$ cat config.mk
export PLATFORM = sky130hd
export DESIGN_NAME = sync_fifo_v2
export DESIGN_NICKNAME = d
export VERILOG_FILES = /design/src/rtl/fifo_pkg.sv /design/src/rtl/fifo_mem.sv /design/src/rtl/sync_fifo_v2.sv
export SDC_FILE = /design/constraint.sdc
export NUM_CORES = 2
export LEC_CHECK = 0
export ABC_AREA = 1
export BUFFER_PORTS_ARGS = -buffer_cell sky130_fd_sc_hd__buf_2
export CORE_ASPECT_RATIO = 1.2
export CORE_MARGIN = 1.5
export CORE_UTILIZATION = 45
export DETAILED_ROUTE_END_ITERATION = 7
export MAX_ROUTING_LAYER = met4
export PLACE_DENSITY = 0.64
export SLEW_MARGIN = 0
export SYNTH_ARGS = -nofsm -noshare
export SYNTH_HDL_FRONTEND = slang
export SYNTH_SLANG_ARGS = --single-unit
$ cat constraint.sdc
create_clock -name clk -period 8.6 [get_ports clk]
set_input_delay 0.43 -clock clk [delete_from_list [all_inputs] [get_ports clk]]
set_output_delay 0.43 -clock clk [all_outputs]
set_load 0.02 [all_outputs]
$ cat src/rtl/fifo_pkg.sv
// Shared helpers for the sync_fifo_v2 family.
// Derives the count width and checks depth legality at elaboration.
package fifo_pkg;

    function automatic int fifo_cnt_w(input int depth);
        return $clog2(depth) + 1;
    endfunction

    function automatic bit fifo_depth_ok(input int depth);
        return (depth >= 4) && ((depth & (depth - 1)) == 0);
    endfunction

endpackage

$ cat src/rtl/fifo_mem.sv
// FIFO storage: one synchronous write port, one asynchronous read port.
// Contents are intentionally not reset.
module fifo_mem #(
    parameter int DATA_W = 128,
    parameter int DEPTH  = 16,
    parameter int AW     = $clog2(DEPTH)
) (
    input  logic              clk,
    input  logic              we_i,
    input  logic [AW-1:0]     waddr_i,
    input  logic [DATA_W-1:0] wdata_i,
    input  logic [AW-1:0]     raddr_i,
    output logic [DATA_W-1:0] rdata_o
);

    logic [DATA_W-1:0] mem_q [DEPTH];

    always_ff @(posedge clk) begin
        if (we_i) begin
            mem_q[waddr_i] <= wdata_i;
        end
    end

    assign rdata_o = mem_q[raddr_i];

endmodule

$ cat src/rtl/sync_fifo_v2.sv
// Parametrised single-clock FIFO with thresholds, occupancy count,
// sticky error flags and selectable first-word-fall-through read.
module sync_fifo_v2
    import fifo_pkg::*;
#(
    parameter int DATA_W = 128,
    parameter int DEPTH  = 16,
    parameter int FWFT   = 0,
    parameter int CNT_W  = fifo_cnt_w(DEPTH)
) (
    input  logic              clk,
    input  logic              rst,
    input  logic              i_wren,
    input  logic [DATA_W-1:0] i_wrdata,
    input  logic              i_rden,
    input  logic [CNT_W-1:0]  i_alm_full_thr,
    input  logic [CNT_W-1:0]  i_alm_empty_thr,
    input  logic              i_clr_err,
    output logic [DATA_W-1:0] o_rddata,
    output logic              o_rdvalid,
    output logic              o_full,
    output logic              o_empty,
    output logic              o_alm_full,
    output logic              o_alm_empty,
    output logic [CNT_W-1:0]  o_count,
    output logic              o_overflow,
    output logic              o_underflow
);

    localparam int AW = $clog2(DEPTH);

    if (!fifo_depth_ok(DEPTH)) begin : g_bad_depth
        $error("sync_fifo_v2: DEPTH must be a power of two >= 4");
    end

    logic [AW-1:0]     wr_ptr_q, wr_ptr_d;
    logic [AW-1:0]     rd_ptr_q, rd_ptr_d;
    logic [CNT_W-1:0]  count_q, count_d;
    logic              full_q, full_d;
    logic              empty_q, empty_d;
    logic              afull_q, afull_d;
    logic              aempty_q, aempty_d;
    logic              ovf_q, ovf_d;
    logic              unf_q, unf_d;
    logic [DATA_W-1:0] rddata_q, rddata_d;
    logic              rdvalid_q, rdvalid_d;
    logic [DATA_W-1:0] mem_rdata;
    logic              wr_acc;
    logic              rd_acc;

    // Acceptance uses registered flags only, so full+rd frees a slot next cycle.
    always_comb begin
        wr_acc    = i_wren && !full_q;
        rd_acc    = i_rden && !empty_q;
        wr_ptr_d  = wr_ptr_q + AW'(wr_acc);
        rd_ptr_d  = rd_ptr_q + AW'(rd_acc);
        count_d   = count_q + CNT_W'(wr_acc) - CNT_W'(rd_acc);
        full_d    = (count_d == CNT_W'(DEPTH));
        empty_d   = (count_d == '0);
        afull_d   = (count_d >= i_alm_full_thr);
        aempty_d  = (count_d <= i_alm_empty_thr);
        ovf_d     = (i_wren && full_q) || (ovf_q && !i_clr_err);
        unf_d     = (i_rden && empty_q) || (unf_q && !i_clr_err);
        rdvalid_d = rd_acc;
        rddata_d  = rd_acc ? mem_rdata : rddata_q;
    end

    always_ff @(posedge clk or posedge rst) begin
        if (rst) begin
            wr_ptr_q  <= '0;
            rd_ptr_q  <= '0;
            count_q   <= '0;
            full_q    <= 1'b0;
            empty_q   <= 1'b1;
            afull_q   <= 1'b0;
            aempty_q  <= 1'b1;
            ovf_q     <= 1'b0;
            unf_q     <= 1'b0;
            rddata_q  <= '0;
            rdvalid_q <= 1'b0;
        end else begin
            wr_ptr_q  <= wr_ptr_d;
            rd_ptr_q  <= rd_ptr_d;
            count_q   <= count_d;
            full_q    <= full_d;
            empty_q   <= empty_d;
            afull_q   <= afull_d;
            aempty_q  <= aempty_d;
            ovf_q     <= ovf_d;
            unf_q     <= unf_d;
            rddata_q  <= rddata_d;
            rdvalid_q <= rdvalid_d;
        end
    end

    fifo_mem #(
        .DATA_W (DATA_W),
        .DEPTH  (DEPTH),
        .AW     (AW)
    ) u_mem (
        .clk     (clk),
        .we_i    (wr_acc),
        .waddr_i (wr_ptr_q),
        .wdata_i (i_wrdata),
        .raddr_i (rd_ptr_q),
        .rdata_o (mem_rdata)
    );

    // FWFT shows the head word directly; gated to zero so reset reads as 0.
    if (FWFT != 0) begin : g_fwft
        assign o_rddata  = empty_q ? '0 : mem_rdata;
        assign o_rdvalid = !empty_q;
    end else begin : g_reg
        assign o_rddata  = rddata_q;
        assign o_rdvalid = rdvalid_q;
    end

    assign o_full      = full_q;
    assign o_empty     = empty_q;
    assign o_alm_full  = afull_q;
    assign o_alm_empty = aempty_q;
    assign o_count     = count_q;
    assign o_overflow  = ovf_q;
    assign o_underflow = unf_q;

endmodule
# After elaboration in Yosys (flattened, before gate mapping)

Memory sizes are Yosys's and may differ from the RTL's. A register that Yosys moved wholly into a read port is not among the register bits.
Cells that the tools add are included.

Multiplexer cells: 2
Equal/unequal tests: 1
Reductions and logical operators: 12
$lt $le $gt $ge: 2
Add/subtract/negate cells: 4

Operators with widths:

| cell               | number |
|---|---|
| $add 4x1->4        | 2 |
| $logic_and 1x1->1  | 6 |
| $add 5x1->5        | 1 |
| $eq 5x5->1 const B | 1 |
| $ge 5x5->1         | 1 |
| $le 5x5->1         | 1 |
| $logic_not 5->1    | 1 |
| $sub 5x1->5        | 1 |
| $logic_not 1->1    | 3 |
| $logic_or 1x1->1   | 2 |
| $mux 1             | 2 |

Register bits after elaboration: 20
Input bits: 143
Memories kept: 1
Logic and storage cells: 32
Output and inout port bits: 140
Bits in writable memories: 2048

Memory list:

| name        | words | width | read ports | clocked after Yosys merged registers in | wr ports | line           | RTL |
|---|---|---|---|---|---|---|---|
| u_mem.mem_q | 16    | 128   | 1          | 1                                       | 1        | fifo_mem.sv:16 | `logic [DATA_W-1:0] mem_q [DEPTH];` |

# Logic depth before layout (Yosys ltp)

Word-level depth: 5
Mapped depth: 17
Mapped depth without buffers: 15

# Cells and area by module

A second synthesis with hierarchy kept.

Cell total of the unflattened synthesis: 8318
Area, all modules: 91044.8 sq um

Modules (own cells, without submodules):

| module       | area each (sq um) | times used | sequential area each (sq um) | cells an instance |
|---|---|---|---|---|
| fifo_mem     | 85117.9           | 1          | 61499.0                      | 7658 |
| sync_fifo_v2 | 5926.9            | 1          | 3706.1                       | 660 |

# Worst setup path before layout

OpenSTA, ideal clock, no wires.

Kind: register to register
Start point: register full_q, in the netlist o_full
End point: memory u_mem.mem_q[12][0] (enable)
Setup slack: 1.721 ns
Required time: 7.983 ns
Arrival: 6.262 ns
Stages on the path, launching flop included: 4
Cells stage by stage: dfrtp_1 -> nor2_1 -> nand3_1 -> nor2_1

Cells in the longest elaborated chain, start to end: 4

Ends and longest elaborated chain:

| item                         | line               | RTL |
|---|---|---|
| start, declared              | sync_fifo_v2.sv:39 | `logic full_q, full_d;` |
| start signal, assigned       | sync_fifo_v2.sv:85 | `full_q <= full_d;` |
| $logic_not 1->1              | sync_fifo_v2.sv:53 | `wr_acc = i_wren && !full_q;` |
| $logic_and 1x1->1            | sync_fifo_v2.sv:53 |  |
| $mux 1                       | fifo_mem.sv:19     | `if (we_i) begin` |
| $mux 1 (not written as such) | fifo_mem.sv:20     | `mem_q[waddr_i] <= wdata_i;` |
| end, declared                | fifo_mem.sv:16     |  |

Every way passes these cells.

# Final worst setup path

Start point: register empty_q, in the netlist o_empty
End point: register aempty_q, in the netlist o_alm_empty

Cells in the longest elaborated chain, start to end: 4

Ends and longest elaborated chain:

| item                   | line               | RTL |
|---|---|---|
| start, declared        | sync_fifo_v2.sv:40 | `logic empty_q, empty_d;` |
| start signal, assigned | sync_fifo_v2.sv:86 | `empty_q <= empty_d;` |
| $logic_not 1->1        | sync_fifo_v2.sv:54 | `rd_acc = i_rden && !empty_q;` |
| $logic_and 1x1->1      | sync_fifo_v2.sv:54 |  |
| $sub 5x1->5            | sync_fifo_v2.sv:57 | `count_d = count_q + CNT_W'(wr_acc) - CNT_W'(rd_acc);` |
| net count_d[4]         | sync_fifo_v2.sv:38 | `logic [CNT_W-1:0] count_q, count_d;` |
| $le 5x5->1             | sync_fifo_v2.sv:61 | `aempty_d = (count_d <= i_alm_empty_thr);` |
| net aempty_d           | sync_fifo_v2.sv:42 | `logic aempty_q, aempty_d;` |
| end signal, assigned   | sync_fifo_v2.sv:88 | `aempty_q <= aempty_d;` |
| end, declared          | sync_fifo_v2.sv:42 |  |

The timed path passes the listed nets, and every way through them passes these cells.

==> results_dict.tcl <==
set metrics [dict create \
    cts_sinks 2196 \
    syn_area_um2 85420 \
    drtAntennaViolNets 0 \
    syn_nets 6833 \
    cp_common_cell "nand2_1" \
    place_congestion 0.7731 \
    p_leak_uw 0.03385 \
    area_growth_pct 14.12 \
    end_kind "flop" \
    critPathMaxStageDelay_ps 560 \
    cts_buffers 214 \
    tns_ps 0 \
    avgSynthCellArea_um2 12.80 \
    setup_viol 0 \
    nFillCells 15764 \
    grt_pass1_vias 53018 \
    syn_inst 6674 \
    dr.pass1.iters 8 \
    tightest_slew_ps 1209 \
    skew_ps 46.36 \
    fmax_mhz 212.8 \
    overflow 0 \
    hold_viol_final 0 \
    r2r_cells 17 \
    reg2reg_setup_slack_ps 3900 \
    synth_xor_area_share_pct 0.07177 \
    maxCapViolCount 0 \
    place_area_um2 88840 \
    num_rows 175 \
    vias_per_cell 5.685 \
    grt_first_pass_wirelength_um 339300 \
    cts_resized 0 \
    io_pins 283 \
    finalMaxSlewViolations 0 \
    cts_max_level 4 \
    grt_max_degree 286 \
    drive_above_1_share_pct 9.839 \
    core_area_um2 189000 \
    powerDensity_nw_per_um2 349.9 \
    worst-setup-path-type "flop to flop" \
    ys_ff_latch 2196 \
    synth-compound-area-share_pct 8.164 \
    track_usage_pct 24.08 \
    synth_warnings 0 \
    die_x_um 400.7 \
    initial_core_util_pct 45.21 \
    cp_max_fo 83 \
    clk_path_buf_depth 3 \
    cts_root_buffer "clkbuf_16" \
    crit_required_ps 9390 \
    synth_fa_ha_area_share_pct 0.2431 \
    wl_per_cell_um 23.77 \
    num_vias 54777 \
    worst_r2r_startpoint "o_empty$_DFF_PP1_" \
    rsz0062_at_grt "false" \
    synth_simple_gate_area_share_pct 12.59 \
    portBuffers 282 \
    dieArea_um2 192500 \
    cp.arrival_ps 5480 \
    post_cts_buffers 0 \
    slowest_stage "dlygate4sd3_1" \
    muxShareOfSynthArea_pct 0 \
    vdd_drop_max_v 0.0004143 \
    design_area_um2 97480 \
    routed_wl_um 229100 \
    grt_antenna_before_repair 26 \
    min_path_type "input pin to asynchronous set/reset pin" \
    path_delay_family "buffers and inverters" \
    post-route-period-util_pct 54.64 \
    layout_min_cycle_time_ps 4699 \
    drc_errors 0 \
    start_kind "flop" \
    nNetsFinal 7102 \
    r2r_end "o_alm_empty$_DFF_PP1_" \
    path_clk_slew_ps 60 \
    crit_buf_inv 5 \
    cts_tree "built" \
    synth_top_family_by_area "simple AND/OR/NAND/NOR gates" \
    crit_chain "nor2_4 -> buf_12 -> inv_6 -> nand2_1 -> nand2_1 -> ha_1 -> fa_1 -> a21oi_1 -> o21bai_1 -> xor2_1 -> inv_1 -> ha_1 -> a21oi_1 -> dlygate4sd3_1 -> nand3_1 -> nand2_1 -> dlygate4sd3_1" \
    synth_cell_types 30 \
    dpl.hpwl_um 103000 \
    cts_hold_buffers 138 \
    max_slew_margin_pct 19.43 \
    die_h_um 480.3 \
    drt_first_iter_violations 5847 \
    ys_seq_area_share_pct 76.33 \
    status "complete, no violations" \
    clk_latency_ps 860 \
]
[per-stage QoR]
stage | instances | setup slack [ps] | total power (uW) | util [%] | hold slack, ps
floorplan | 6674 | 1721 | 21250 | - | 513.8
global placement | 9067 | 4616 | 24470 | 47.01 | 463.2
detailed placement | 9067 | 4551 | 24660 | 47.01 | 461.5
CTS | 9613 | 3932 | 34230 | 51.56 | 181.0
global route | 9632 | 3682 | 35830 | 51.58 | 218.7
finish | 9636 | 3901 | 34110 | 51.59 | 193.0
[Yosys cell counts, drive strengths merged]
cell type	count	area [um2]
o22ai	320	2002
nand3	422	2112
o21ai	645	3228
o31ai	12	90.09
ha	15	187.7
inv	35	133.9
dfstp	2	52.55
dfrtp	146	3654
xor2	7	61.31
buf	222	1269
edfxtp	2048	61500
nor3	63	315.3
nand4	2	12.51
nand2	1533	5757
o21bai	1	7.510
a211oi	52	390.4
fa	1	20.02
a21oi	251	1256
nand3b	2	15.01
clkinv	1	3.750
clkbuf	216	810.8
nor2	678	2545
[state kept, by name, summed over array words and instances, names as in the netlist]
| signal | flops |
|---|---|
| o_alm_full | 1 |
| o_count | 5 |
| o_full | 1 |
| o_rdvalid | 1 |
| o_underflow | 1 |
| o_overflow | 1 |
| o_rddata | 128 |
| u_mem.mem_q | 2048 |
| wr_ptr_q | 4 |
| o_empty | 1 |
| o_alm_empty | 1 |
| rd_ptr_q | 4 |
[tightest hold or removal path, cell delays in order]
cell and delay (ps):
dlygate4sd3_1 530, buf_2 150, inv_8 380
[cell families (layout without fill, tap and decap cells)]
family | after synthesis | in the layout
AOI/OAI and AO/OA | 1281 | 1281
xor gates and xnor gates | 7 | 7
adders and majority gates | 16 | 16
buffers and inverters | 474 | 935
DFF | 2196 | 2196
other | 0 | 23
and+or+nand+nor | 2700 | 2700
[report_power, final]
group	leakage, uW	total [uW]	internal, uW	switching [uW]
sequential	0.0203	13800	13200	614
clock	0.00350	9500	5440	4050
combinational	0.0101	10800	2970	7870
[how the worst max path moves through the flow]
stage                                      from                      endpoint  slack (ps)  cells after the start
final                         o_empty$_DFF_PP1_         o_alm_empty$_DFF_PP1_        3900                     17
after global routing          o_empty$_DFF_PP1_         o_alm_empty$_DFF_PP1_        3680                     17
after CTS                     o_empty$_DFF_PP1_         o_alm_empty$_DFF_PP1_        3930                     17
after detailed placement  rd_ptr_q[1]$_DFF_PP0_      o_rddata[96]$_DFFE_PP0P_        4550                      9
after global placement    rd_ptr_q[1]$_DFF_PP0_      o_rddata[70]$_DFFE_PP0P_        4620                      9
after floorplan                o_full$_DFF_PP0_  u_mem.mem_q[12][0]$_DFFE_PP_        1720                      3
[layout by cell type, fill, tap and decap left out, types with 17 or more instances in the layout]
cell type,count
edfxtp_1,2048
clkbuf_1,50
dfrtp_1,142
clkbuf_16,215
diode_2,23
nor2_4,17
nor2_1,661
clkinv_2,42
o21ai_1,195
dlygate4sd3_1,138
buf_4,51
bufinv_16,24
nand2_1,1531
o22ai_1,320
buf_12,20
a21oi_1,251
clkinv_1,41
nand3_1,422
inv_1,29
a211oi_1,52
nor3_1,63
o21ai_0,450
buf_2,282
[layer usage]
metal | track usage (%) | routed length [um]
met1 | 31.85 | 94890
met2 | 39.00 | 112000
met3 | 3.382 | 16860
met4 | 6.932 | 5279
met5 | - | 0
[final cells by class]
cell class | instances | area, um2 | area share (%)
well taps | 2478 | 3100 | 3.181
flip-flops and latches | 2196 | 65220 | 66.90
multi-input cells | 4004 | 18140 | 18.61
repair buffers | 491 | 3576 | 3.668
inverters | 36 | 183.9 | 0.1887
clock inverters | 132 | 1486 | 1.525
clock buffers | 276 | 5719 | 5.867
diodes | 23 | 57.56 | 0.05904
(Power assumes the default switching activity.)
